$ cat src/rtl/apb4_mst_pkg.sv
// Shared types and default sizing for the APB4 master bridge.
// Imported by the interface, the bridge top and the watchdog.
package apb4_mst_pkg;

    localparam int APB_ADDR_WIDTH     = 32;
    localparam int APB_DATA_WIDTH     = 32;
    localparam int APB_TIMEOUT_CYCLES = 255;

    typedef enum logic [1:0] {
        ST_IDLE   = 2'd0,
        ST_SETUP  = 2'd1,
        ST_ACCESS = 2'd2,
        ST_RESP   = 2'd3
    } state_e;

    typedef enum logic [1:0] {
        ERR_OK      = 2'd0,
        ERR_SLVERR  = 2'd1,
        ERR_TIMEOUT = 2'd2
    } err_e;

endpackage

$ cat src/rtl/apb4_mst_bridge_if.sv
// Command, response and APB4 master signal bundle for the bridge.
// The master modport is the bridge's view; the slave modport is the environment's view.
interface apb4_mst_bridge_if
    import apb4_mst_pkg::*;
#(
    parameter int ADDR_WIDTH = APB_ADDR_WIDTH,
    parameter int DATA_WIDTH = APB_DATA_WIDTH
);
    logic                      req_valid_i;
    logic                      req_ready_o;
    logic                      req_write_i;
    logic [ADDR_WIDTH-1:0]     req_addr_i;
    logic [DATA_WIDTH-1:0]     req_wdata_i;
    logic [DATA_WIDTH/8-1:0]   req_strb_i;
    logic [2:0]                req_prot_i;

    logic                      rsp_valid_o;
    logic                      rsp_ready_i;
    logic [DATA_WIDTH-1:0]     rsp_rdata_o;
    logic [1:0]                rsp_err_o;

    logic [ADDR_WIDTH-1:0]     apb_paddr_o;
    logic [2:0]                apb_pprot_o;
    logic                      apb_psel_o;
    logic                      apb_penable_o;
    logic                      apb_pwrite_o;
    logic [DATA_WIDTH-1:0]     apb_pwdata_o;
    logic [DATA_WIDTH/8-1:0]   apb_pstrb_o;
    logic                      apb_pready_i;
    logic [DATA_WIDTH-1:0]     apb_prdata_i;
    logic                      apb_pslverr_i;

    // Handshakes: a request transfers on a rising edge where req_valid_i && req_ready_o;
    // a response transfers on a rising edge where rsp_valid_o && rsp_ready_i. A source
    // keeps its payload stable while valid is high and not yet accepted.
    modport master (
        input  req_valid_i, req_write_i, req_addr_i, req_wdata_i, req_strb_i, req_prot_i,
        output req_ready_o,
        output rsp_valid_o, rsp_rdata_o, rsp_err_o,
        input  rsp_ready_i,
        output apb_paddr_o, apb_pprot_o, apb_psel_o, apb_penable_o, apb_pwrite_o,
        output apb_pwdata_o, apb_pstrb_o,
        input  apb_pready_i, apb_prdata_i, apb_pslverr_i
    );

    modport slave (
        output req_valid_i, req_write_i, req_addr_i, req_wdata_i, req_strb_i, req_prot_i,
        input  req_ready_o,
        input  rsp_valid_o, rsp_rdata_o, rsp_err_o,
        output rsp_ready_i,
        input  apb_paddr_o, apb_pprot_o, apb_psel_o, apb_penable_o, apb_pwrite_o,
        input  apb_pwdata_o, apb_pstrb_o,
        output apb_pready_i, apb_prdata_i, apb_pslverr_i
    );

endinterface

$ cat src/rtl/apb4_mst_wdt.sv
// ACCESS-phase watchdog: counts stalled cycles and flags the cycle that reaches the limit.
// A limit of 0 disables the watchdog entirely.
module apb4_mst_wdt
    import apb4_mst_pkg::*;
#(
    parameter int TIMEOUT_CYCLES = APB_TIMEOUT_CYCLES
) (
    input  logic clk_i,
    input  logic rst_i,
    input  logic clear_i,
    input  logic enable_i,
    output logic expired_o
);
    localparam int CNT_W = (TIMEOUT_CYCLES > 1) ? $clog2(TIMEOUT_CYCLES + 1) : 1;
    localparam logic [CNT_W-1:0] CNT_LAST = CNT_W'((TIMEOUT_CYCLES > 0) ? TIMEOUT_CYCLES - 1 : 0);
    localparam logic [CNT_W-1:0] CNT_SAT  = CNT_W'(TIMEOUT_CYCLES);

    logic [CNT_W-1:0] cnt_q;

    // Saturates at the limit so a long stall can never wrap back to a small count.
    always_ff @(posedge clk_i) begin
        if (rst_i || clear_i) begin
            cnt_q <= '0;
        end else if (enable_i && (cnt_q != CNT_SAT)) begin
            cnt_q <= cnt_q + 1'b1;
        end
    end

    // Expires in the stalled cycle that brings the count up to the limit.
    assign expired_o = (TIMEOUT_CYCLES != 0) && enable_i && (cnt_q >= CNT_LAST);

endmodule

$ cat src/rtl/apb4_mst_bridge.sv
// Single-outstanding command/response to APB4 master bridge with SETUP/ACCESS sequencing,
// slave error reporting and an ACCESS-phase timeout.
module apb4_mst_bridge
    import apb4_mst_pkg::*;
#(
    parameter int ADDR_WIDTH     = APB_ADDR_WIDTH,
    parameter int DATA_WIDTH     = APB_DATA_WIDTH,
    parameter int TIMEOUT_CYCLES = APB_TIMEOUT_CYCLES
) (
    input  logic               clk_i,
    input  logic               rst_i,
    apb4_mst_bridge_if.master  bus,
    output state_e             dbg_state_o
);
    localparam int STRB_W = DATA_WIDTH / 8;

    state_e                state_q, state_d;
    logic                  ready_q;
    logic                  accept;
    logic                  wdt_en;
    logic                  wdt_expired;

    logic [ADDR_WIDTH-1:0] addr_q;
    logic [DATA_WIDTH-1:0] wdata_q;
    logic [STRB_W-1:0]     strb_q;
    logic [2:0]            prot_q;
    logic                  write_q;
    logic [DATA_WIDTH-1:0] rdata_q;
    err_e                  err_q;

    assign accept = bus.req_valid_i && ready_q;
    assign wdt_en = (state_q == ST_ACCESS) && !bus.apb_pready_i;

    apb4_mst_wdt #(
        .TIMEOUT_CYCLES (TIMEOUT_CYCLES)
    ) u_wdt (
        .clk_i     (clk_i),
        .rst_i     (rst_i),
        .clear_i   (accept),
        .enable_i  (wdt_en),
        .expired_o (wdt_expired)
    );

    // ready is registered so it stays low while reset is held and rises one cycle after release.
    always_ff @(posedge clk_i) begin
        if (rst_i) begin
            state_q <= ST_IDLE;
            ready_q <= 1'b0;
        end else begin
            state_q <= state_d;
            ready_q <= (state_d == ST_IDLE);
        end
    end

    always_comb begin
        state_d = state_q;
        unique case (state_q)
            ST_IDLE:   if (accept) state_d = ST_SETUP;
            ST_SETUP:  state_d = ST_ACCESS;
            ST_ACCESS: if (bus.apb_pready_i || wdt_expired) state_d = ST_RESP;
            ST_RESP:   if (bus.rsp_ready_i) state_d = ST_IDLE;
            default:   state_d = ST_IDLE;
        endcase
    end

    // Read commands latch zero write data and strobes so the bus never shows stale bytes.
    always_ff @(posedge clk_i) begin
        if (rst_i) begin
            addr_q  <= '0;
            wdata_q <= '0;
            strb_q  <= '0;
            prot_q  <= '0;
            write_q <= 1'b0;
            rdata_q <= '0;
            err_q   <= ERR_OK;
        end else begin
            if (accept) begin
                addr_q  <= bus.req_addr_i;
                write_q <= bus.req_write_i;
                prot_q  <= bus.req_prot_i;
                wdata_q <= bus.req_write_i ? bus.req_wdata_i : '0;
                strb_q  <= bus.req_write_i ? bus.req_strb_i  : '0;
            end
            if (state_q == ST_ACCESS) begin
                if (bus.apb_pready_i) begin
                    rdata_q <= write_q ? '0 : bus.apb_prdata_i;
                    err_q   <= bus.apb_pslverr_i ? ERR_SLVERR : ERR_OK;
                end else if (wdt_expired) begin
                    rdata_q <= '0;
                    err_q   <= ERR_TIMEOUT;
                end
            end
        end
    end

    always_comb begin
        bus.req_ready_o   = ready_q;
        bus.apb_psel_o    = (state_q == ST_SETUP) || (state_q == ST_ACCESS);
        bus.apb_penable_o = (state_q == ST_ACCESS);
        bus.rsp_valid_o   = (state_q == ST_RESP);
        bus.apb_paddr_o   = addr_q;
        bus.apb_pprot_o   = prot_q;
        bus.apb_pwrite_o  = write_q;
        bus.apb_pwdata_o  = wdata_q;
        bus.apb_pstrb_o   = strb_q;
        bus.rsp_rdata_o   = rdata_q;
        bus.rsp_err_o     = err_q;
        dbg_state_o       = state_q;
    end

endmodule

$ cat src/flat_wrapper.sv
// flat-port wrapper written by rule: the top's interface ports become plain ports
module apb4_mst_bridge_flat import apb4_mst_pkg::*;
#(
    parameter int ADDR_WIDTH     = APB_ADDR_WIDTH,
    parameter int DATA_WIDTH     = APB_DATA_WIDTH,
    parameter int TIMEOUT_CYCLES = APB_TIMEOUT_CYCLES
)
  (clk_i, rst_i, dbg_state_o, bus_req_valid_i, bus_req_write_i, bus_req_addr_i, bus_req_wdata_i, bus_req_strb_i, bus_req_prot_i, bus_req_ready_o, bus_rsp_valid_o, bus_rsp_rdata_o, bus_rsp_err_o, bus_rsp_ready_i, bus_apb_paddr_o, bus_apb_pprot_o, bus_apb_psel_o, bus_apb_penable_o, bus_apb_pwrite_o, bus_apb_pwdata_o, bus_apb_pstrb_o, bus_apb_pready_i, bus_apb_prdata_i, bus_apb_pslverr_i);
  apb4_mst_bridge_if #(.ADDR_WIDTH(ADDR_WIDTH), .DATA_WIDTH(DATA_WIDTH)) bus_i ();
  input  logic clk_i;
  input  logic rst_i;
  output state_e dbg_state_o;
  input wire logic [$bits(bus_i.req_valid_i)-1:0] bus_req_valid_i;
  input wire logic [$bits(bus_i.req_write_i)-1:0] bus_req_write_i;
  input wire logic [$bits(bus_i.req_addr_i)-1:0] bus_req_addr_i;
  input wire logic [$bits(bus_i.req_wdata_i)-1:0] bus_req_wdata_i;
  input wire logic [$bits(bus_i.req_strb_i)-1:0] bus_req_strb_i;
  input wire logic [$bits(bus_i.req_prot_i)-1:0] bus_req_prot_i;
  output wire logic [$bits(bus_i.req_ready_o)-1:0] bus_req_ready_o;
  output wire logic [$bits(bus_i.rsp_valid_o)-1:0] bus_rsp_valid_o;
  output wire logic [$bits(bus_i.rsp_rdata_o)-1:0] bus_rsp_rdata_o;
  output wire logic [$bits(bus_i.rsp_err_o)-1:0] bus_rsp_err_o;
  input wire logic [$bits(bus_i.rsp_ready_i)-1:0] bus_rsp_ready_i;
  output wire logic [$bits(bus_i.apb_paddr_o)-1:0] bus_apb_paddr_o;
  output wire logic [$bits(bus_i.apb_pprot_o)-1:0] bus_apb_pprot_o;
  output wire logic [$bits(bus_i.apb_psel_o)-1:0] bus_apb_psel_o;
  output wire logic [$bits(bus_i.apb_penable_o)-1:0] bus_apb_penable_o;
  output wire logic [$bits(bus_i.apb_pwrite_o)-1:0] bus_apb_pwrite_o;
  output wire logic [$bits(bus_i.apb_pwdata_o)-1:0] bus_apb_pwdata_o;
  output wire logic [$bits(bus_i.apb_pstrb_o)-1:0] bus_apb_pstrb_o;
  input wire logic [$bits(bus_i.apb_pready_i)-1:0] bus_apb_pready_i;
  input wire logic [$bits(bus_i.apb_prdata_i)-1:0] bus_apb_prdata_i;
  input wire logic [$bits(bus_i.apb_pslverr_i)-1:0] bus_apb_pslverr_i;
  assign bus_i.req_valid_i = bus_req_valid_i;
  assign bus_i.req_write_i = bus_req_write_i;
  assign bus_i.req_addr_i = bus_req_addr_i;
  assign bus_i.req_wdata_i = bus_req_wdata_i;
  assign bus_i.req_strb_i = bus_req_strb_i;
  assign bus_i.req_prot_i = bus_req_prot_i;
  assign bus_req_ready_o = bus_i.req_ready_o;
  assign bus_rsp_valid_o = bus_i.rsp_valid_o;
  assign bus_rsp_rdata_o = bus_i.rsp_rdata_o;
  assign bus_rsp_err_o = bus_i.rsp_err_o;
  assign bus_i.rsp_ready_i = bus_rsp_ready_i;
  assign bus_apb_paddr_o = bus_i.apb_paddr_o;
  assign bus_apb_pprot_o = bus_i.apb_pprot_o;
  assign bus_apb_psel_o = bus_i.apb_psel_o;
  assign bus_apb_penable_o = bus_i.apb_penable_o;
  assign bus_apb_pwrite_o = bus_i.apb_pwrite_o;
  assign bus_apb_pwdata_o = bus_i.apb_pwdata_o;
  assign bus_apb_pstrb_o = bus_i.apb_pstrb_o;
  assign bus_i.apb_pready_i = bus_apb_pready_i;
  assign bus_i.apb_prdata_i = bus_apb_prdata_i;
  assign bus_i.apb_pslverr_i = bus_apb_pslverr_i;
  apb4_mst_bridge #(.ADDR_WIDTH(ADDR_WIDTH), .DATA_WIDTH(DATA_WIDTH), .TIMEOUT_CYCLES(TIMEOUT_CYCLES)) u_core (.clk_i(clk_i), .rst_i(rst_i), .bus(bus_i), .dbg_state_o(dbg_state_o));
endmodule
$ cat config.mk
export PLATFORM = sky130hd
export DESIGN_NAME = apb4_mst_bridge_flat
export DESIGN_NICKNAME = d
export VERILOG_FILES = /design/src/rtl/apb4_mst_pkg.sv /design/src/rtl/apb4_mst_bridge_if.sv /design/src/rtl/apb4_mst_wdt.sv /design/src/rtl/apb4_mst_bridge.sv /design/src/flat_wrapper.sv
export SDC_FILE = /design/constraint.sdc
export NUM_CORES = 1
export LEC_CHECK = 0
export ABC_AREA = 0
export BUFFER_PORTS_ARGS = -buffer_cell sky130_fd_sc_hd__clkbuf_2
export CORE_AREA = 8 8 100 102
export CTS_BUF_LIST = sky130_fd_sc_hd__clkbuf_8
export CTS_CLUSTER_SIZE = 10
export DETAILED_ROUTE_END_ITERATION = 8
export DIE_AREA = 0 0 108 110
export PLACE_DENSITY = 0.85
export REMOVE_ABC_BUFFERS = 1
export SETUP_SLACK_MARGIN = 0.4
export SYNTH_ARGS = -nofsm -noshare
export SYNTH_HDL_FRONTEND = slang
export SYNTH_SLANG_ARGS = --single-unit
$ cat constraint.sdc
create_clock -name clk_i -period 4.2 [get_ports clk_i]
set_input_delay 0.42 -clock clk_i [delete_from_list [all_inputs] [get_ports clk_i]]
set_output_delay 0.42 -clock clk_i [all_outputs]
set_load 0.03 [all_outputs]
; ---- Word level (Yosys, flattened, before mapping)
; Index checks and enable logic that the tools add are counted.
[word_totals]
register_bits = 117
latch_bits = 0
ramBits = 0
romBits = 0
input_bits = 110
output_inout_bits = 112
wordCells = 40
mem_count = 0
[classes]
add_sub_neg = 1
n_mul = 0
div = 0
order_cmp = 1
eq_ne = 4
n_shift = 0
mux = 12
bitwise = 0
n_reduce_logical = 12
[op_table]
columns = op, count
row1 = $mux W32, 4
row2 = $mux W2, 5
row3 = $add A8 B1 Y8 const B, 1
row4 = $ge A8 B8 Y1 const B, 1
row5 = $ne A8 B8 Y1 const B, 1
row6 = $pmux W2 S4, 1
row7 = $eq A2 B2 Y1 const B, 2
row8 = $logic_and A1 B1 Y1, 4
row9 = $logic_not A2 Y1, 2
row10 = $mux W4, 1
row11 = $logic_or A1 B1 Y1, 3
row12 = $eq A2 B1 Y1 const B, 1
row13 = $reduce_and A2 Y1, 1
row14 = $reduce_bool A2 Y1, 1
row15 = $logic_not A1 Y1, 1
row16 = $mux W1, 1

; ---- Depth between registers and ports, before layout
; Gate-level depths: netlist (run 1).
[logic_depth]
word_depth = 7
depth_mapped = 8
ltp_nobuf = 6

; ---- Cells and area by module
; Synthesis (run 1) repeated with hierarchy kept, for this count alone.
[unflattened]
cells_unflattened = 539
area_unflattened_um2 = 4684.5
[by_module_without_submodules]
columns = module, n_inst, cells_per_inst, area_each_um2, seq_area_each_um2
row1 = apb4_mst_bridge, 1, 488, 4242.8, 2182.1
row2 = apb4_mst_wdt, 1, 51, 441.7, 160.2

; ---- Worst setup path before layout (run 1)
; Ideal clock, no wire load.
[synth_timing]
path_kind = reg2reg
from = reg u_core.state_q[1] (netlist: u_core.dbg_state_o[1])
to = reg u_core.rdata_q[10] (netlist: u_core.bus.rsp_rdata_o[10])
setup_time_ns = 0.060
arrival_time_ns = 1.921
required_time_ns = 4.140
path_slack_ns = 2.220
stages_incl_launch_ff = 6
synth_period_minus_slack_ns = 1.980
path_cell_list = dfxtp_1 > ha_1 > nand2_1 > nor3_2 > clkbuf_1 > a22o_1
[synth_via]
elab_chain_len = 5
[synth_lines]
columns = element, line
row1 = start: declaration, apb4_mst_bridge.sv:17  ; state_e state_q, state_d;
row2 = start signal: assignment, apb4_mst_bridge.sv:50  ; state_q <= state_d;
row3 = $eq A2 B2 Y1 (*), --
row4 = net bus_apb_penable_o, flat_wrapper.sv:27  ; output wire logic [$bits(bus_i.apb_penable_o)-1:0] bus_apb_penable_o;
row5 = $logic_and A1 B1 Y1, apb4_mst_bridge.sv:32  ; assign wdt_en = (state_q == ST_ACCESS) && !bus.apb_pready_i;
row6 = $logic_and A1 B1 Y1, apb4_mst_wdt.sv:30  ; assign expired_o = (TIMEOUT_CYCLES != 0) && enable_i && (cnt_q >= CNT_LAST);
row7 = $reduce_bool A2 Y1 (no line), --
row8 = $reduce_and A2 Y1 (no line) (*), --
row9 = end signal: assignment, apb4_mst_bridge.sv:86  ; rdata_q <= write_q ? '0 : bus.apb_prdata_i;
row10 = end: declaration, apb4_mst_bridge.sv:28  ; logic [DATA_WIDTH-1:0] rdata_q;
; Mark *: on every way through the listed nets, which the timed path passes. The rest lies on a longest branch.
; A chain may end at the register's enable or synchronous reset.

; ---- Worst setup path after layout (run 1)
[layout_timing]
from = reg u_core.u_wdt.cnt_q[0]
to = reg u_core.rdata_q[5] (netlist: u_core.bus.rsp_rdata_o[5])
[layout_via]
elab_chain_len = 4
[layout_lines]
columns = element, line
row1 = start: declaration, apb4_mst_wdt.sv:18  ; logic [CNT_W-1:0] cnt_q;
row2 = start signal: assignment, apb4_mst_wdt.sv:25  ; cnt_q <= cnt_q + 1'b1;
row3 = $ge A8 B8 Y1, apb4_mst_wdt.sv:30
row4 = $logic_and A1 B1 Y1, apb4_mst_wdt.sv:30
row5 = $reduce_bool A2 Y1 (no line), --
row6 = $reduce_and A2 Y1 (no line), --
; No other way between the ends.

==> results of run 1 <==
routing by layer:
metal  global-route usage, %  vias up  wire length [um]
met1                    21.3     1684              4700
li1                        -     1823                 -
met4                    6.64        0               252
met2                    33.3      174              5840
met3                    7.50       25              1040
met5                       0        -                 0
worst max-delay path: stages (launching register included):
cell	delay (ps)
sky130_fd_sc_hd__dfxtp_1	410
sky130_fd_sc_hd__inv_1	70
sky130_fd_sc_hd__ha_1	190
sky130_fd_sc_hd__o211a_1	240
sky130_fd_sc_hd__a21oi_2	140
sky130_fd_sc_hd__o21ba_1	920
sky130_fd_sc_hd__a22o_1	280
power by group:
group / switching (mW) / internal [mW]
clock: 0.460 / 0.687
sequential: 0.0313 / 1.16
combinational: 0.241 / 0.122
state kept, by name (all words and copies together), names as in the netlist:
signal                   cells
u_core.bus.apb_paddr_o      32
u_core.bus.apb_pwdata_o     32
u_core.bus.rsp_rdata_o      32
u_core.u_wdt.cnt_q           8
u_core.bus.apb_pstrb_o       4
u_core.bus.apb_pprot_o       3
u_core.bus.rsp_err_o         2
u_core.dbg_state_o           2
u_core.bus.apb_pwrite_o      1
u_core.bus.req_ready_o       1
layout make-up:
cell class / count / area [sq um]
fillers: 674 / 2850
clock inverters: 13 / 193
multi-input cells: 238 / 1520
inverters: 6 / 22.5
clock buffers: 19 / 262
flip-flops and latches: 117 / 2340
repair buffers: 226 / 1140
well taps: 108 / 135
per-stage QoR:
stage                     instance area (sq um)  hold WS (ps)  worst slack, ps  utilization (%)  cells
after floorplan                            3870           481             1460                -    361
after global placement                     5160           441             2020             61.0    695
after detailed placement                   5160           447             1880             61.0    695
after CTS                                  5620           196             1850             66.4    727
after global routing                       5620           192             1720             66.4    727
final                                      5620           218             1870             66.4    727
how the worst min path moves through the flow:
stage	start	endpoint	slack, ps	depth (start not counted)
after floorplan	u_core.u_wdt.cnt_q[6]	u_core.u_wdt.cnt_q[6]	480	2
after global placement	u_core.bus.apb_paddr_o[18]	u_core.bus.apb_paddr_o[18]	440	2
after detailed placement	u_core.bus.apb_paddr_o[23]	u_core.bus.apb_paddr_o[23]	450	2
after CTS	bus_apb_prdata_i[27]	u_core.bus.rsp_rdata_o[27]	200	2
after global routing	bus_apb_prdata_i[13]	u_core.bus.rsp_rdata_o[13]	190	2
final	bus_apb_prdata_i[0]	u_core.bus.rsp_rdata_o[0]	220	2
cell families after synthesis:
family | count (synthesis) | share of synthesized area [%]
AOI/OAI and AO/OA | 121 | 22.9
xor gates and xnor gates | 6 | 1.31
adders and majority gates | 6 | 1.87
buffers and inverters | 33 | 3.99
DFF | 117 | 58.4
and+or+nand+nor | 105 | 11.5
Yosys cell counts, types with 4 or more instances:
| cell | number | area [sq um] |
|---|---|---|
| sky130_fd_sc_hd__ha_1 | 6 | 75.1 |
| sky130_fd_sc_hd__buf_2 | 5 | 25.0 |
| sky130_fd_sc_hd__dfxtp_1 | 117 | 2340 |
| sky130_fd_sc_hd__buf_6 | 4 | 45.0 |
| sky130_fd_sc_hd__buf_1 | 4 | 15.0 |
| sky130_fd_sc_hd__inv_1 | 6 | 22.5 |
| sky130_fd_sc_hd__nor2_1 | 10 | 37.5 |
| sky130_fd_sc_hd__a21oi_1 | 37 | 185 |
| sky130_fd_sc_hd__a22o_1 | 69 | 604 |
| sky130_fd_sc_hd__nand2_1 | 73 | 274 |
| sky130_fd_sc_hd__a211oi_1 | 5 | 37.5 |
| sky130_fd_sc_hd__clkbuf_1 | 14 | 52.6 |
==> results_tabular.tex, run 1 <==
\begin{tabular}{lr}
\hline
Metric & Value \\
\hline
\multicolumn{2}{l}{\textbf{Global routing}} \\
\quad Largest net degree at the start of global routing & between 40 and 50 \\
\quad Global route overflow & 0 \\
\quad Global-route wire length before repair & approximately 18000 um \\
\quad Vias in the first global route & slightly below 4000 \\
\quad Number of antenna violations at the first check in global routing & 0 \\
\quad GRT Overall Usage & about a fifth \\
\multicolumn{2}{l}{\textbf{Synthesis}} \\
\quad Syn Std Cell Area & $\sim$4000 sq um \\
\quad Synthesis-stage register bit count & about 120 \\
\quad Distinct cell type count after synthesis & 37 \\
\quad Fraction of registers with async set or reset after synthesis & 0\% \\
\quad Number of flops mapped to enable cells by yosys & 0 \\
\quad Top\_reg\_cell synth & sky130\_fd\_sc\_hd\_\_dfxtp\_1 \\
\quad Syn Inst Count & 388 \\
\quad Yosys warning total & 0 \\
\quad Seq/Total Area, Yosys & 58.4\% \\
\quad Avg Inst Size Synth & about 10 sq um \\
\multicolumn{2}{l}{\textbf{CTS}} \\
\quad Deepest level of the CTS H-tree & 4 \\
\quad Buffers inserted by post-CTS timing repair & 0 \\
\quad Number of buffers created by CTS & 17 \\
\quad Worst-skew pair later-pin latency & between 400 and 500 ps \\
\quad Clock Pin Slew Worst Setup and Hold Paths & 70 ps \\
\quad Bufs on Longest Clock Path & 2 \\
\quad Sink Count & approximately 120 \\
\quad CTS root buf & sky130\_fd\_sc\_hd\_\_clkbuf\_8 \\
\quad CTS tree & done \\
\quad Number of hold-repair buffers added at the cts stage & 0 \\
\quad Quantity of gates resized following cts & 0 \\
\multicolumn{2}{l}{\textbf{Timing}} \\
\quad Total of endpoints with negative setup slack in the final report & 0 \\
\quad Final-report max-slew violation count & 0 \\
\quad Worst-margin pin slew & between 1000 and 1500 ps \\
\quad Worst relative slew slack & 21.0\% \\
\quad Setup repair after global routing missed its margin & false \\
\quad Max Clock Freq & 430 MHz \\
\quad Maximum clock skew at final layout & 10.7 ps \\
\quad Final period demand of the worst path & 2330 ps \\
\quad Final period util & between 50\% and 60\% \\
\quad Setup\_tns & 0 ps \\
\quad Final hold vios & 0 \\
\multicolumn{2}{l}{\textbf{Worst setup path}} \\
\quad Reg2reg path depth & 6 \\
\quad Launching point of the worst reg2reg path & u\_core.u\_wdt.cnt\_q[0] \\
\quad Worst setup endpoint & u\_core.bus.rsp\_rdata\_o[5] \\
\quad FF-to-FF setup slack & about 1900 ps \\
\quad FF-to-FF End & u\_core.bus.rsp\_rdata\_o[5] \\
\quad Crit path launch & u\_core.u\_wdt.cnt\_q[0] \\
\quad Critical path endpoint category & register \\
\quad Kind of critical path & reg2reg \\
\quad Crit path launch type & register \\
\quad Arrival time of data at the critical path endpoint & between 2000 and 3000 ps \\
\quad Required time reported for the critical path endpoint & around 4500 ps \\
\quad Maximum fanout count along the critical path & 33 \\
\multicolumn{2}{l}{\textbf{Detailed routing}} \\
\quad Via count & between 3000 and 4000 \\
\quad Drt initial violations & roughly 150 \\
\quad First drt pass iteration count & 4 \\
\quad Via density & 5.10 \\
\quad DR DRC count & 0 \\
\quad Routed WL & between 10000 and 15000 um \\
\quad Per-cell routed wire length & 16.3 um \\
\quad Final ANT Viol Nets & 0 \\
\multicolumn{2}{l}{\textbf{Placement}} \\
\quad Post-detailed-placement half-perimeter wirelength & 8920 um \\
\quad Placer's final routability congestion estimate & approximately 0.83 \\
\quad Port bufs & around 220 \\
\multicolumn{2}{l}{\textbf{Finish}} \\
\quad Fraction of final layout cells with drive strength greater than 1 & 42.6\% \\
\quad Most used cells in the layout excluding fill and tap cells & 221 x sky130\_fd\_sc\_hd\_\_clkbuf\_2, 117 x sky130\_fd\_sc\_hd\_\_dfxtp\_1, 73 x sky130\_fd\_sc\_hd\_\_nand2\_1 \\
\quad \# diodes & 0 \\
\quad Post-layout net count & around 720 \\
\quad Layout-stage area growth over the synthesis result & 40.1\% \\
\quad Commonest non-fill, non-tap cell in the layout & sky130\_fd\_sc\_hd\_\_clkbuf\_2 \\
\multicolumn{2}{l}{\textbf{Outcome}} \\
\quad Outcome & finished, final reports clean \\
\multicolumn{2}{l}{\textbf{Die}} \\
\quad Area of the die & around 12000 sq um \\
\quad Std cell rows & 34 \\
\quad Starting density of the core & 47.4\% \\
\quad Area of the core & 8470 sq um \\
\quad Die Ht & roughly 110 um \\
\quad I/O Pins & $\sim$220 \\
\quad Overall die width & between 100 and 150 um \\
\multicolumn{2}{l}{\textbf{Hold path}} \\
\quad Min-Delay Path Class & in2reg \\
\multicolumn{2}{l}{\textbf{Power and ir drop}} \\
\quad Power per cell area & a little under 500 nW/um\^{}2 \\
\quad Max IR drop VDD & roughly 0.00028 V \\
\quad Total power draw & around 2.7 mW \\
\quad Leak pwr & roughly 2.7 nW \\
\multicolumn{2}{l}{\textbf{Flow run}} \\
\quad Max-cap violations & 0 \\
\hline
\end{tabular}
(Power assumes the default switching activity.)
==> run 2: changes to the inputs <==
Settings changed: CORE_AREA 8 8 100 102 to 8 8 103 105, DIE_AREA 0 0 108 110 to 0 0 111 113, PLACE_DENSITY 0.85 to 0.81.
Clock period 4.2 ns to 2.3 ns, I/O delays scaled along.
==> results_tabular.tex, run 2 (synthesis results as in run 1) <==
\begin{tabular}{lr}
\hline
Metric & Value \\
\hline
\multicolumn{2}{l}{\textbf{Hold path}} \\
\quad Min-Delay Path Depth & 2 (unchanged) \\
\quad Min-Delay Path Class & in2reg \\
\quad Hold Startpoint & bus\_apb\_prdata\_i[8] \\
\quad Worst Hold Endpoint & u\_core.bus.rsp\_rdata\_o[8] \\
\multicolumn{2}{l}{\textbf{Timing}} \\
\quad Total of endpoints with negative setup slack in the final report & 0 (unchanged) \\
\quad Final period util & 76.1\% (+21 points) \\
\quad Setup\_tns & 0 ps (unchanged) \\
\quad Final period demand of the worst path & 1750 ps (-574 ps) \\
\quad Worst relative slew slack & 74.8\% (+54 points) \\
\quad Worst-margin pin slew & 378 ps (-807 ps) \\
\quad Max Clock Freq & 571 MHz (+33\%) \\
\quad Maximum clock skew at final layout & 13.6 ps (+2.92 ps) \\
\quad Final-report max-slew violation count & 0 (unchanged) \\
\quad Final hold vios & 0 (unchanged) \\
\quad Setup repair after global routing missed its margin & false \\
\multicolumn{2}{l}{\textbf{CTS}} \\
\quad CTS root buf & sky130\_fd\_sc\_hd\_\_clkbuf\_8 \\
\quad Worst-skew pair later-pin latency & 420 ps (about the same) \\
\quad Clock Pin Slew Worst Setup and Hold Paths & 70 ps (about the same) \\
\quad Buffers inserted by post-CTS timing repair & 0 (unchanged) \\
\quad Number of buffers created by CTS & 17 (unchanged) \\
\quad CTS tree & done \\
\quad Deepest level of the CTS H-tree & 4 (unchanged) \\
\quad Sink Count & 117 (unchanged) \\
\quad Bufs on Longest Clock Path & 2 (unchanged) \\
\multicolumn{2}{l}{\textbf{Global routing}} \\
\quad Number of antenna violations at the first check in global routing & 0 (unchanged) \\
\quad Largest net degree at the start of global routing & 38 (-12\%) \\
\quad Vias in the first global route & 3783 (-2.4\%) \\
\quad Global-route wire length before repair & 18500 um (+0.15\%) \\
\quad Global route overflow & 0 (unchanged) \\
\quad GRT Overall Usage & 17.8\% (-1.5 points) \\
\multicolumn{2}{l}{\textbf{Flow run}} \\
\quad Max-cap violations & 0 (unchanged) \\
\multicolumn{2}{l}{\textbf{Finish}} \\
\quad Most used cells in the layout excluding fill and tap cells & 221 x sky130\_fd\_sc\_hd\_\_clkbuf\_2, 117 x sky130\_fd\_sc\_hd\_\_dfxtp\_1, 73 x sky130\_fd\_sc\_hd\_\_nand2\_1 \\
\quad Post-layout net count & 738 (+2.2\%) \\
\quad Number of fillers in the final layout & 748 (+11\%) \\
\quad Layout-stage area growth over the synthesis result & 43.3\% \\
\quad Count of non-filler cells in the finished layout & 746 (+2.6\%) \\
\quad Final core utilization & 64.0\% (-2.3 points) \\
\quad Multi-input gate area & 1520 sq um (+0.16\%) \\
\quad Fraction of final layout cells with drive strength greater than 1 & 42.0\% (-0.60 points) \\
\quad \# diodes & 0 (unchanged) \\
\quad Commonest non-fill, non-tap cell in the layout & sky130\_fd\_sc\_hd\_\_clkbuf\_2 \\
\quad Combined flip-flop and latch cell area & 2340 sq um (unchanged) \\
\multicolumn{2}{l}{\textbf{Die}} \\
\quad Die Ht & 113 um (+2.7\%) \\
\quad Area of the core & 8980 sq um (+6.0\%) \\
\quad Area of the die & 12500 sq um (+5.6\%) \\
\quad Starting density of the core & 44.7\% (-2.7 points) \\
\quad Overall die width & 111 um (+2.8\%) \\
\quad Std cell rows & 35 (+2.9\%) \\
\quad I/O Pins & 222 (unchanged) \\
\multicolumn{2}{l}{\textbf{Worst setup path}} \\
\quad CP max-delay cell & sky130\_fd\_sc\_hd\_\_dfxtp\_1 \\
\quad Crit path launch type & register \\
\quad Kind of critical path & reg2reg \\
\quad Reg2reg path depth & 7 (+1) \\
\quad Critical path endpoint category & register \\
\quad Cell Chain, Critical Path & inv\_1 > ha\_1 > o211a\_1 > a21oi\_2 > o21ba\_1 > buf\_4 > a22o\_1 \\
\quad Delay of the slowest critical-path stage & 410 ps (-510 ps) \\
\quad FF-to-FF End & u\_core.bus.rsp\_rdata\_o[22] \\
\quad Required time reported for the critical path endpoint & 2650 ps (-1890 ps) \\
\quad Maximum fanout count along the critical path & 33 (unchanged) \\
\quad Launching point of the worst reg2reg path & u\_core.u\_wdt.cnt\_q[0] \\
\quad FF-to-FF setup slack & 550 ps (-1330 ps) \\
\quad Worst path bufs/invs & 2 (+1) \\
\quad Arrival time of data at the critical path endpoint & 2100 ps (-560 ps) \\
\quad Cell family with the largest share of critical-path delay & compound AO/OA/AOI/OAI gates \\
\multicolumn{2}{l}{\textbf{Placement}} \\
\quad Placer's final routability congestion estimate & 0.837 (+0.78\%) \\
\quad Number of placed instances, taps included & 701 (+0.86\%) \\
\quad Port bufs & 221 (unchanged) \\
\quad Post-detailed-placement half-perimeter wirelength & 8800 um (-1.3\%) \\
\multicolumn{2}{l}{\textbf{Detailed routing}} \\
\quad Final ANT Viol Nets & 0 (unchanged) \\
\quad First drt pass iteration count & 4 (unchanged) \\
\quad DR DRC count & 0 (unchanged) \\
\quad Drt initial violations & 250 (+69\%) \\
\quad Via density & 4.92 (-3.4\%) \\
\quad Per-cell routed wire length & 15.7 um (-3.3\%) \\
\quad Routed WL & 11700 um (-0.79\%) \\
\quad Via count & 3672 (-0.92\%) \\
\multicolumn{2}{l}{\textbf{Power and ir drop}} \\
\quad Power per cell area & 839 nW/um\^{}2 (+74\%) \\
\quad Leak pwr & 2.73 nW (+1.8\%) \\
\quad Total power draw & 4.82 mW (+78\%) \\
\quad Max IR drop VDD & 0.000610 V (+120\%) \\
\multicolumn{2}{l}{\textbf{Outcome}} \\
\quad Outcome & finished, final reports clean \\
\hline
\end{tabular}
run 2: metrics by stage:
| stage | hold slack (ps) | setup WS, ps | instance area, sq um |
|---|---|---|---|
| finish | 25.1 | 549 | 5750 |
| global placement | 439 | 652 | 5190 |
| global route | 1.89 | 408 | 5750 |
| floorplan | 299 | -436 | 3870 |
| detailed placement | 443 | 555 | 5190 |
| CTS | 3.85 | 525 | 5670 |
run 2: metal layers:
layer | vias to the layer above | wire length, um | global-route usage, %
li1 | 1844 | - | -
met1 | 1669 | 4870 | 19.7
met4 | 0 | 176 | 7.21
met3 | 13 | 971 | 7.83
met5 | - | 0 | 0
met2 | 146 | 5720 | 29.4
run 2: timing repair:
item                                   in CTS  in global routing
resized for setup                           0                  1
endpoints found under the hold margin       5                  8
setup endpoints to repair                   0                  1
hold buffers                                5                  8
run 2: layout make-up:
type                    instances  area share [%]
well taps                     111            2.42
inverters                       6           0.392
repair buffers                242            22.6
flip-flops and latches        117            40.7
clock inverters                14            3.07
multi-input cells             238            26.5
clock buffers                  18            4.31
run 2: worst max-delay path by stage:
stage	startpoint	end	slack (ps)	cells past startpoint
after floorplan	u_core.bus.req_ready_o	u_core.bus.apb_pstrb_o[0]	-440	3
after global placement	u_core.u_wdt.cnt_q[0]	u_core.bus.rsp_rdata_o[30]	650	7
after detailed placement	u_core.u_wdt.cnt_q[0]	u_core.bus.rsp_rdata_o[22]	560	7
after CTS	u_core.dbg_state_o[0]	u_core.u_wdt.cnt_q[1]	520	6
after global routing	u_core.u_wdt.cnt_q[0]	u_core.bus.rsp_rdata_o[22]	410	7
final	u_core.u_wdt.cnt_q[0]	u_core.bus.rsp_rdata_o[22]	550	7
run 2: power by group:
part           internal (mW)  switching [mW]  total, mW
sequential              2.12          0.0559       2.18
combinational          0.240           0.436      0.676
clock                   1.11           0.858       1.97
total                   3.47            1.35       4.82
==> run 3: changes to the inputs <==
Settings changed: CORE_AREA 8 8 103 105 to 8 8 108 110, DIE_AREA 0 0 111 113 to 0 0 116 118, PLACE_DENSITY 0.81 to 0.77.
Clock period 2.3 ns to 1.4 ns, I/O delays scaled along.
==> results_tabular.tex, run 3 (synthesis results as in run 1) <==
\begin{tabular}{lr}
\hline
Metric & Value \\
\hline
\multicolumn{2}{l}{\textbf{Placement}} \\
\quad Cell Area, Placed & 5390 sq um (+3.9\%) \\
\quad Port bufs & 221 (unchanged) \\
\quad Placer's final routability congestion estimate & 0.806 (-3.7\%) \\
\quad Post-detailed-placement half-perimeter wirelength & 9020 um (+2.5\%) \\
\multicolumn{2}{l}{\textbf{Hold path}} \\
\quad Min-Delay Path Depth & 3 (+1) \\
\quad Min-Delay Path Class & in2reg \\
\multicolumn{2}{l}{\textbf{Detailed routing}} \\
\quad Final ANT Viol Nets & 0 (unchanged) \\
\quad Drt initial violations & 465 (+86\%) \\
\quad DR DRC count & 0 (unchanged) \\
\quad Per-cell routed wire length & 26.0 um (+65\%) \\
\quad First drt pass iteration count & 5 (+1) \\
\quad Via count & 5333 (+45\%) \\
\quad Routed WL & 24600 um (+110\%) \\
\quad Via density & 5.64 (+15\%) \\
\multicolumn{2}{l}{\textbf{Timing}} \\
\quad Worst-margin pin slew & 485 ps (+107 ps) \\
\quad Final hold vios & 0 (unchanged) \\
\quad Final-report max-slew violation count & 0 (unchanged) \\
\quad Worst relative slew slack & 67.7\% (-7.1 points) \\
\quad Setup repair after global routing missed its margin & true \\
\quad Max Clock Freq & 604 MHz (+5.7\%) \\
\quad Crit path setup slack, layout & -257 ps (-806 ps) \\
\quad Total of endpoints with negative setup slack in the final report & 49 (+49) \\
\quad Final period util & 118\% (+42 points) \\
\quad Maximum clock skew at final layout & 13.2 ps (-0.343 ps) \\
\quad Final period demand of the worst path & 1660 ps (-94.2 ps) \\
\multicolumn{2}{l}{\textbf{Finish}} \\
\quad Fraction of final layout cells with drive strength greater than 1 & 63.9\% (+22 points) \\
\quad Post-route cell area & 9020 sq um (+57\%) \\
\quad Number of fillers in the final layout & 394 (-47\%) \\
\quad Most used cells in the layout excluding fill and tap cells & 109 x sky130\_fd\_sc\_hd\_\_clkbuf\_2, 108 x sky130\_fd\_sc\_hd\_\_dfxtp\_2, 104 x sky130\_fd\_sc\_hd\_\_dlygate4sd3\_1 \\
\quad Post-layout net count & 909 (+23\%) \\
\quad Multi-input gate area & 1900 sq um (+25\%) \\
\quad Commonest non-fill, non-tap cell in the layout & sky130\_fd\_sc\_hd\_\_clkbuf\_2 \\
\quad Combined flip-flop and latch cell area & 2480 sq um (+6.1\%) \\
\quad Layout-stage area growth over the synthesis result & 125\% \\
\multicolumn{2}{l}{\textbf{CTS}} \\
\quad Number of buffers created by CTS & 17 (unchanged) \\
\quad CTS tree & done \\
\quad CTS root buf & sky130\_fd\_sc\_hd\_\_clkbuf\_8 \\
\quad Worst-skew pair later-pin latency & 430 ps (about the same) \\
\quad Sink Count & 117 (unchanged) \\
\quad Clock Pin Slew Worst Setup and Hold Paths & 80 ps (about the same) \\
\quad Bufs on Longest Clock Path & 2 (unchanged) \\
\quad Deepest level of the CTS H-tree & 4 (unchanged) \\
\multicolumn{2}{l}{\textbf{Die}} \\
\quad I/O Pins & 222 (unchanged) \\
\quad Die Ht & 118 um (+4.4\%) \\
\quad Starting density of the core & 40.1\% (-4.6 points) \\
\quad Area of the die & 13700 sq um (+9.1\%) \\
\quad Area of the core & 10000 sq um (+11\%) \\
\quad Overall die width & 116 um (+4.5\%) \\
\quad Std cell rows & 37 (+5.7\%) \\
\multicolumn{2}{l}{\textbf{Power and ir drop}} \\
\quad Total power draw & 8.70 mW (+80\%) \\
\quad Int Power & 5.99 mW (+73\%) \\
\quad Net load switching power & 2.70 mW (+100\%) \\
\quad Power per cell area & 964 nW/um\^{}2 (+15\%) \\
\quad Leak pwr & 4.03 nW (+47\%) \\
\quad Share of power burned in the clock network & 30.5\% (-10 points) \\
\quad Part of the power in combinational logic & 27.3\% (+13 points) \\
\quad Max IR drop VDD & 0.000767 V (+26\%) \\
\quad Share of total power in sequential cells & 42.2\% (-2.9 points) \\
\quad Switch share & 31.1\% (+3.1 points) \\
\multicolumn{2}{l}{\textbf{Worst setup path}} \\
\quad Required time reported for the critical path endpoint & 1760 ps (-890 ps) \\
\quad Reg2reg path depth & 7 (unchanged) \\
\quad Arrival time of data at the critical path endpoint & 2010 ps (-90 ps) \\
\quad Maximum fanout count along the critical path & 8 (-76\%) \\
\quad Critical path endpoint category & register \\
\quad Kind of critical path & reg2reg \\
\quad Crit path launch type & register \\
\multicolumn{2}{l}{\textbf{Global routing}} \\
\quad Number of antenna violations at the first check in global routing & 6 (+6) \\
\quad Vias in the first global route & 5353 (+42\%) \\
\quad Global route overflow & 0 (unchanged) \\
\quad GRT Overall Usage & 26.8\% (+9.0 points) \\
\quad Largest net degree at the start of global routing & 38 (unchanged) \\
\quad Global-route wire length before repair & 28500 um (+54\%) \\
\multicolumn{2}{l}{\textbf{Outcome}} \\
\quad Outcome & finished with violations \\
\quad Failing checks & setup timing \\
\multicolumn{2}{l}{\textbf{Flow run}} \\
\quad Max-cap violations & 0 (unchanged) \\
\hline
\end{tabular}
run 3: power by group through the flow:
stage,sequential (mW),combinational (mW),clock [mW]
final,3.67,2.38,2.65
after global placement,3.64,1.13,0
after floorplan,3.94,0.335,0
after global routing,3.68,2.45,2.82
after CTS,3.58,1.91,2.59
after detailed placement,3.64,1.16,0
run 3: area by class of cell:
type / count / area share (%)
antenna: 6 / 0.166
inverter: 6 / 0.277
tap: 136 / 1.89
timing repair buffer: 412 / 45.5
sequential: 117 / 27.5
clock inverter: 11 / 0.707
clock buffer: 19 / 2.90
multi-input combinational: 239 / 21.1
run 3: repair_timing:
action                                  in CTS  in global routing
endpoints found under the setup margin     229                229
hold endpoints to repair                   104                  0
pin swaps                                   55                 31
setup buffers                               24                 25
gates cloned                                11                  4
hold buffers                               104                  0
gates resized for setup                    200                448
run 3: path summary, 6_finish.rpt:
check	endpoint	slack, ps	startpoint
max	u_core.bus.rsp_rdata_o[27]	-260	u_core.u_wdt.cnt_q[0]
min	u_core.bus.rsp_err_o[1]	60	bus_apb_pready_i
max reg2reg	u_core.bus.rsp_rdata_o[27]	-260	u_core.u_wdt.cnt_q[0]
min reg2reg	u_core.bus.apb_paddr_o[22]	480	u_core.bus.apb_paddr_o[22]
run 3: metal layers:
metal	GRT usage, %	share of wire [%]	up-vias
li1	-	-	2203
met3	7.54	9.1	157
met4	15.1	7.7	0
met2	49.1	51	432
met1	25.9	32	2541
met5	0	0	-
run 3: critical path, cell delays in order (launching register included):
cell,delay (ps)
sky130_fd_sc_hd__dfxtp_2,340
sky130_fd_sc_hd__inv_2,40
sky130_fd_sc_hd__ha_4,160
sky130_fd_sc_hd__o211a_4,280
sky130_fd_sc_hd__a21oi_2,180
sky130_fd_sc_hd__o21ba_4,240
sky130_fd_sc_hd__buf_6,170
sky130_fd_sc_hd__a22o_1,180
run 3: through the flow:
step	util [%]	hold WS [ps]	worst slack, ps	TNS (ps)	std cells
3_5_place_dp	53.9	355	-488	-15910	742
2_1_floorplan	-	209	-1340	-97220	361
5_1_grt	90.2	43.7	-285	-11090	945
3_3_place_gp	53.9	350	-397	-13220	742
4_1_cts	80.2	28.2	-112	-3630	911
6_report	90.2	60.4	-257	-9100	946
